==> config.mk <==
export PLATFORM = sky130hd
export DESIGN_NAME = regfile_wb_arbiter
export DESIGN_NICKNAME = d
export VERILOG_FILES = /design/src/rtl/regfile_wb_arbiter.sv
export SDC_FILE = /design/constraint.sdc
export NUM_CORES = 1
export LEC_CHECK = 0
export ABC_AREA = 1
export CAP_MARGIN = 25
export CORE_ASPECT_RATIO = 1.75
export CORE_UTILIZATION = 42
export DETAILED_ROUTE_END_ITERATION = 10
export GPL_TIMING_DRIVEN = 1
export MAX_ROUTING_LAYER = met4
export PLACE_DENSITY = 0.81
export SLEW_MARGIN = 10
export SYNTH_ARGS = -nofsm -noshare
export SYNTH_HDL_FRONTEND = slang
export SYNTH_SLANG_ARGS = --single-unit
==> constraint.sdc <==
create_clock -name clk -period 1.9 [get_ports clk]
set_clock_uncertainty 0.05 [all_clocks]
set_input_delay 0.38 -clock clk [delete_from_list [all_inputs] [get_ports clk]]
set_output_delay 0.38 -clock clk [all_outputs]
set_load 0.05 [all_outputs]
==> src/rtl/regfile_wb_arbiter.sv <==
// Round-robin writeback arbiter between execute (A) and load return (B),
// feeding a registered register-file write port and an issued-write counter.
module regfile_wb_arbiter #(
  parameter int DATA_W = 32,
  parameter int CNT_W  = 16
) (
  input  logic              clk,
  input  logic              rst,
  input  logic              hold,
  input  logic              a_valid,
  input  logic [4:0]        a_rd,
  input  logic [DATA_W-1:0] a_data,
  output logic              a_ready,
  input  logic              b_valid,
  input  logic [4:0]        b_rd,
  input  logic [DATA_W-1:0] b_data,
  output logic              b_ready,
  output logic              RegWEn,
  output logic [4:0]        rsW,
  output logic [DATA_W-1:0] dataW,
  output logic [CNT_W-1:0]  wr_count
);

  logic              r_last_b;
  logic              r_we;
  logic [4:0]        r_rd;
  logic [DATA_W-1:0] r_data;
  logic [CNT_W-1:0]  r_cnt;

  logic              w_open;
  logic              w_grant_a;
  logic              w_grant_b;
  logic              w_xfer;
  logic              w_we;
  logic [4:0]        w_rd;
  logic [DATA_W-1:0] w_data;

  // r_last_b set means B won last, so A takes the next contention
  assign w_open    = !rst && !hold;
  assign w_grant_a = w_open && a_valid && (!b_valid || r_last_b);
  assign w_grant_b = w_open && b_valid && (!a_valid || !r_last_b);
  assign w_xfer    = w_grant_a || w_grant_b;

  always_comb begin
    w_rd   = 5'd0;
    w_data = '0;
    unique case (1'b1)
      w_grant_a: begin
        w_rd   = a_rd;
        w_data = a_data;
      end
      w_grant_b: begin
        w_rd   = b_rd;
        w_data = b_data;
      end
      default: begin
        w_rd   = 5'd0;
        w_data = '0;
      end
    endcase
  end

  // x0 transfers are accepted but never reach the register file
  assign w_we = w_xfer && (w_rd != 5'd0);

  always_ff @(posedge clk or posedge rst) begin
    if (rst) begin
      r_last_b <= 1'b1;
      r_we     <= 1'b0;
      r_rd     <= 5'd0;
      r_data   <= '0;
      r_cnt    <= '0;
    end else begin
      if (w_xfer) begin
        r_last_b <= w_grant_b;
      end
      r_we <= w_we;
      if (w_we) begin
        r_rd   <= w_rd;
        r_data <= w_data;
        r_cnt  <= r_cnt + 1'b1;
      end
    end
  end

  assign a_ready  = w_grant_a;
  assign b_ready  = w_grant_b;
  assign RegWEn   = r_we;
  assign rsW      = r_rd;
  assign dataW    = r_data;
  assign wr_count = r_cnt;

endmodule

---- Word-level counts from Yosys, hierarchy flattened ----
Cells that the tools add are included.
storage, ports and cells
  register bits after elaboration ......... 55
  bits of input ports ..................... 79
  output and inout bits ................... 56
  word-level logic and storage cells ...... 23
operators by class
  add/subtract/negate cells ............... 1
  multiplexer cells ....................... 2
  reductions and logical operators ........ 15
operators by type and width
  operator               count
  $pmux 32 s2            1
  $add 16x1->16 const B  1
  $pmux 5 s2             1
  $logic_and 1x1->1      6
  $logic_not 1->1        5
  $reduce_bool 5->1      1
  $logic_or 1x1->1       3

---- Logic depth before layout (Yosys ltp) ----
  depth in word-level cells ............... 7
  gate-level depth with buffers ........... 11
  depth with buffers taken out ............ 9

---- Worst setup path after synthesis ----
OpenSTA, ideal clock, no wires.
  kind .................................... input-to-reg
  from .................................... input hold
  to ...................................... register r_data[4], in the netlist dataW[4]
  setup time .............................. 0.067 ns
  arrival ................................. 1.841 ns
  required time ........................... 1.783 ns
  slack ................................... -0.058 ns
  cell stages on the path ................. 7
  buffers on the path ..................... 1
  cells stage by stage .................... nor2_2 nand3_1 inv_2 buf_1 a22o_1 nand2_1 nand2_1
between the ends
  word-level cells in the longest chain between the ends .. 7
  elaborated cells on any way between the ends .. 11
  classes of those cells .................. mux (2); reduce/logical (9)
ends and longest elaborated chain
  what                                RTL line  RTL
  from (decl)                         9         input logic hold,
  $logic_not 1->1 (*)                 39        assign w_open = !rst && !hold;
  $logic_and 1x1->1 (*)               39
  $logic_and 1x1->1 (*) (2 in a row)  40        assign w_grant_a = w_open && a_valid && (!b_valid || r_last_b);
  via a_ready                         13        output logic a_ready,
  $pmux 5 s2                          47        unique case (1'b1)
  $reduce_bool 5->1                   64        assign w_we = w_xfer && (w_rd != 5'd0);
  $logic_and 1x1->1                   64
  to (signal assigned)                80        r_data <= w_data;
  to (decl)                           27        logic [DATA_W-1:0] r_data;
Mark *: on every way through the listed nets, which the timed path passes. The rest lies on a longest branch.
A chain may end at the register's enable or synchronous reset.

---- Worst setup path in the final report ----
  from .................................... input hold
  to ...................................... output a_ready
between the ends
  word-level cells in the longest chain between the ends .. 4
ends and longest elaborated chain
  what                            RTL line
  $logic_not 1->1                 39
  $logic_and 1x1->1               39
  $logic_and 1x1->1 (2 in a row)  40
  to (decl)                       13
No other way between the ends.

==> summary.txt <==
Timing
  • Final hold vios: 0
  • Fmax: 536 MHz
  • Unrepaired setup endpoints after global routing: false
  • Setup ws final: 0.0360 ns
  • Slew HR: 0.671
  • Slew Viols, Final: 0
  • Tmin final: 1.86 ns
  • Worst-Margin Slew: 0.492 ns
  • Final setup viols: 0
  • Period utilization: 0.981

Critical path
  • R2r endpoint: dataW[3]
  • Critical path capture point type: output port
  • WP data arrival: 1.43 ns
  • Slowest cell on crit path: clkdlybuf4s50_1
  • Path depth of the worst reg2reg path: 9
  • Crit Path Category: in2out
  • RR Startpoint: r_last_b
  • Crit-path max FO: 5
  • Cell repeated most along the worst path: buf_12
  • Critical Path Source Type: primary input
  • Worst Path Required: 1.47 ns
  • Max incr delay on CP: 0.44 ns
  • Crit path cell chain: clkdlybuf4s50_1 > nor2_4 > nand3_2 > inv_4 > buf_12 > buf_12
  • Reg2reg setup slack: 0.14 ns

Finish
  • Layout Area Growth over Synthesis: 58.1%
  • Final cell count without fillers: 600
  • Most frequent cells in the layout: 127 x nand2_1, 77 x buf_4, 76 x clkdlybuf4s50_1, 63 x nand4_1, 54 x dfrtp_1
  • Fin util: 0.688
  • Most common cell after layout, fill and taps aside: nand2_1
  • Diodes inserted: 0
  • Fraction of layout cells with a size suffix above 1: 0.217
  • # nets final: 595

Run
  • Max cap viols: 0

Placement
  • Final Wtd Congestion: 0.857
  • Port buffer count: 134
  • Placed Cells: 584
  • Hpwl dp: 6.71 mm
  • Placement Setup Slack: -0.193 ns

Floorplanning
  • Site Rows: 40
  • Die area: 7510 um^2
  • Die Span Y: 114 um
  • Initial Util: 0.435
  • I/O Pins: 135
  • CORE AREA: 6910 um^2
  • Die Span X: 65.9 um

Routing
  • DR WL/cell: 15.6 um
  • Via count: 3260
  • Routed wire length: 9.38 mm
  • DRC Markers: 0
  • Vias/cell: 5.43
  • Iter 0 DRT Violations: 194
  • Post-route ant nets: 0
  • DRT Pass-1 Iters: 4

GRT
  • Vias in the first global route: 3205
  • First-pass GRT wire length: 14.7 mm
  • Overall routing resource usage: 0.261
  • Grt ovf: 0
  • Maximum number of pins on one net before global-route repair: 56
  • Initial antenna violation count: 0

Logic synthesis
  • Cells after synthesis: 366
  • Ys async rst share: 1.00
  • Synth Register Bits: 55
  • Mean area per synthesized cell: 8.21 um^2
  • Register area share after synthesis: 0.459
  • Number of distinct library cells after synthesis: 24
  • Synth warn: 0
  • Main synth FF type: dfrtp_1
  • Top-area cell type share of the netlist area: 0.450
  • Syn_nets: 446
  • Synthesized area: 3000 um^2
  • EDFF count, synth: 0
  • Yosys top cell by area: dfrtp_1
  • Area contributors post-synth: dfrtp_1 45%, nand2_1 16%, nand4_1 13%

Clock tree
  • CTS Hold Bufs: 0
  • Root Buffer Master: clkbuf_16
  • TritonCTS Buffers: 5
  • Worst-Skew Late Latency: 0.30 ns
  • H-tree level count: 2
  • CTS max path bufs: 2
  • Clk slew on worst S/H paths: 0.07 ns
  • CTS tree: yes
  • Sink Count: 55

Power
  • Power per cell area: 814 nW/um^2
  • Final Total Pwr: 3870 uW
  • Leakage Power: 0.00239 uW
  • Peak VDD IR: 0.000493 V

Status
  • Outcome: finished, final reports clean

Min path
  • Hold Path Class: in2async
-- per-layer routing --
layer  track usage  part of all wire
met1         0.280              0.37
met2         0.461              0.56
met3        0.0380             0.035
met4         0.119             0.037
met5             -                 0
-- final cells by class --
type / instances / area [um^2]
Fill cell: 577 / 2160
Timing Repair Buffer: 168 / 1580
Multi-Input combinational cell: 266 / 1470
Sequential cell: 55 / 1380
Clock buffer: 5 / 125
Tap cell: 84 / 105
Inverter: 19 / 73.8
Clock inverter: 3 / 20.0
-- per-stage QoR --
step	instance area [um^2]	setup TNS (ns)	hold slack, ns
6_report	4750	0	0.257
5_1_grt	4750	0	0.290
4_1_cts	4640	-0.0173	0.489
3_5_place_dp	4480	-8.74	0.460
3_3_place_gp	4480	-6.89	0.463
2_1_floorplan	3010	0	0.433
-- critical path: cells and delay by family --
family / cells / cell delay [ns]
buffers and inverters: 4 / 0.79
and+or+nand+nor: 2 / 0.25
-- flip-flops by register name (all words and copies together), names as in the netlist --
| register | cells |
|---|---|
| wr_count | 16 |
| RegWEn | 1 |
| rsW | 5 |
| r_last_b | 1 |
| dataW | 32 |
-- cell families after synthesis --
logic type                 Yosys count  synth area share
buffers and inverters               45            0.0625
DFF                                 55             0.459
AOI/OAI and AO/OA                   35             0.102
adders and majority gates            1           0.00416
xor gates and xnor gates            10            0.0292
and+or+nand+nor                    220             0.344
-- cells in the mapped netlist, types with 5 or more instances --
master    instances
nand2_1         129
buf_2             6
inv_1            17
dfrtp_1          54
nor3_1            5
xor2_1            7
nor2_1            9
nand4_1          63
a22o_1           32
clkbuf_1         15
nand3_1           8
-- report_power, final --
| group | leakage, uW | internal [uW] | switching (uW) |
|---|---|---|---|
| Sequential | 0.000741 | 1320 | 136 |
| Clock | 0.0000658 | 487 | 434 |
| Combinational | 0.00158 | 560 | 936 |
-- repair_timing --
action / 4_1_cts / 5_1_grt
pin swaps: 0 / 3
cloned: 0 / 1
gates resized for setup: 4 / 11
setup endpoints to repair: 2 / 12
buffers inserted: 1 / 6
hold endpoints to repair: 0 / 0
-- worst max-delay path by stage --
stage	from	to	slack (ns)	cells past startpoint
CTS	hold	a_ready	-0.02	6
detailed placement	a_valid	dataW[17]	-0.19	11
floorplan	wr_count[2]	wr_count[9]	0.04	6
global route	hold	a_ready	0.01	6
global placement	b_valid	dataW[11]	-0.15	8
finish	hold	a_ready	0.04	6
(Power assumes the default switching activity.)
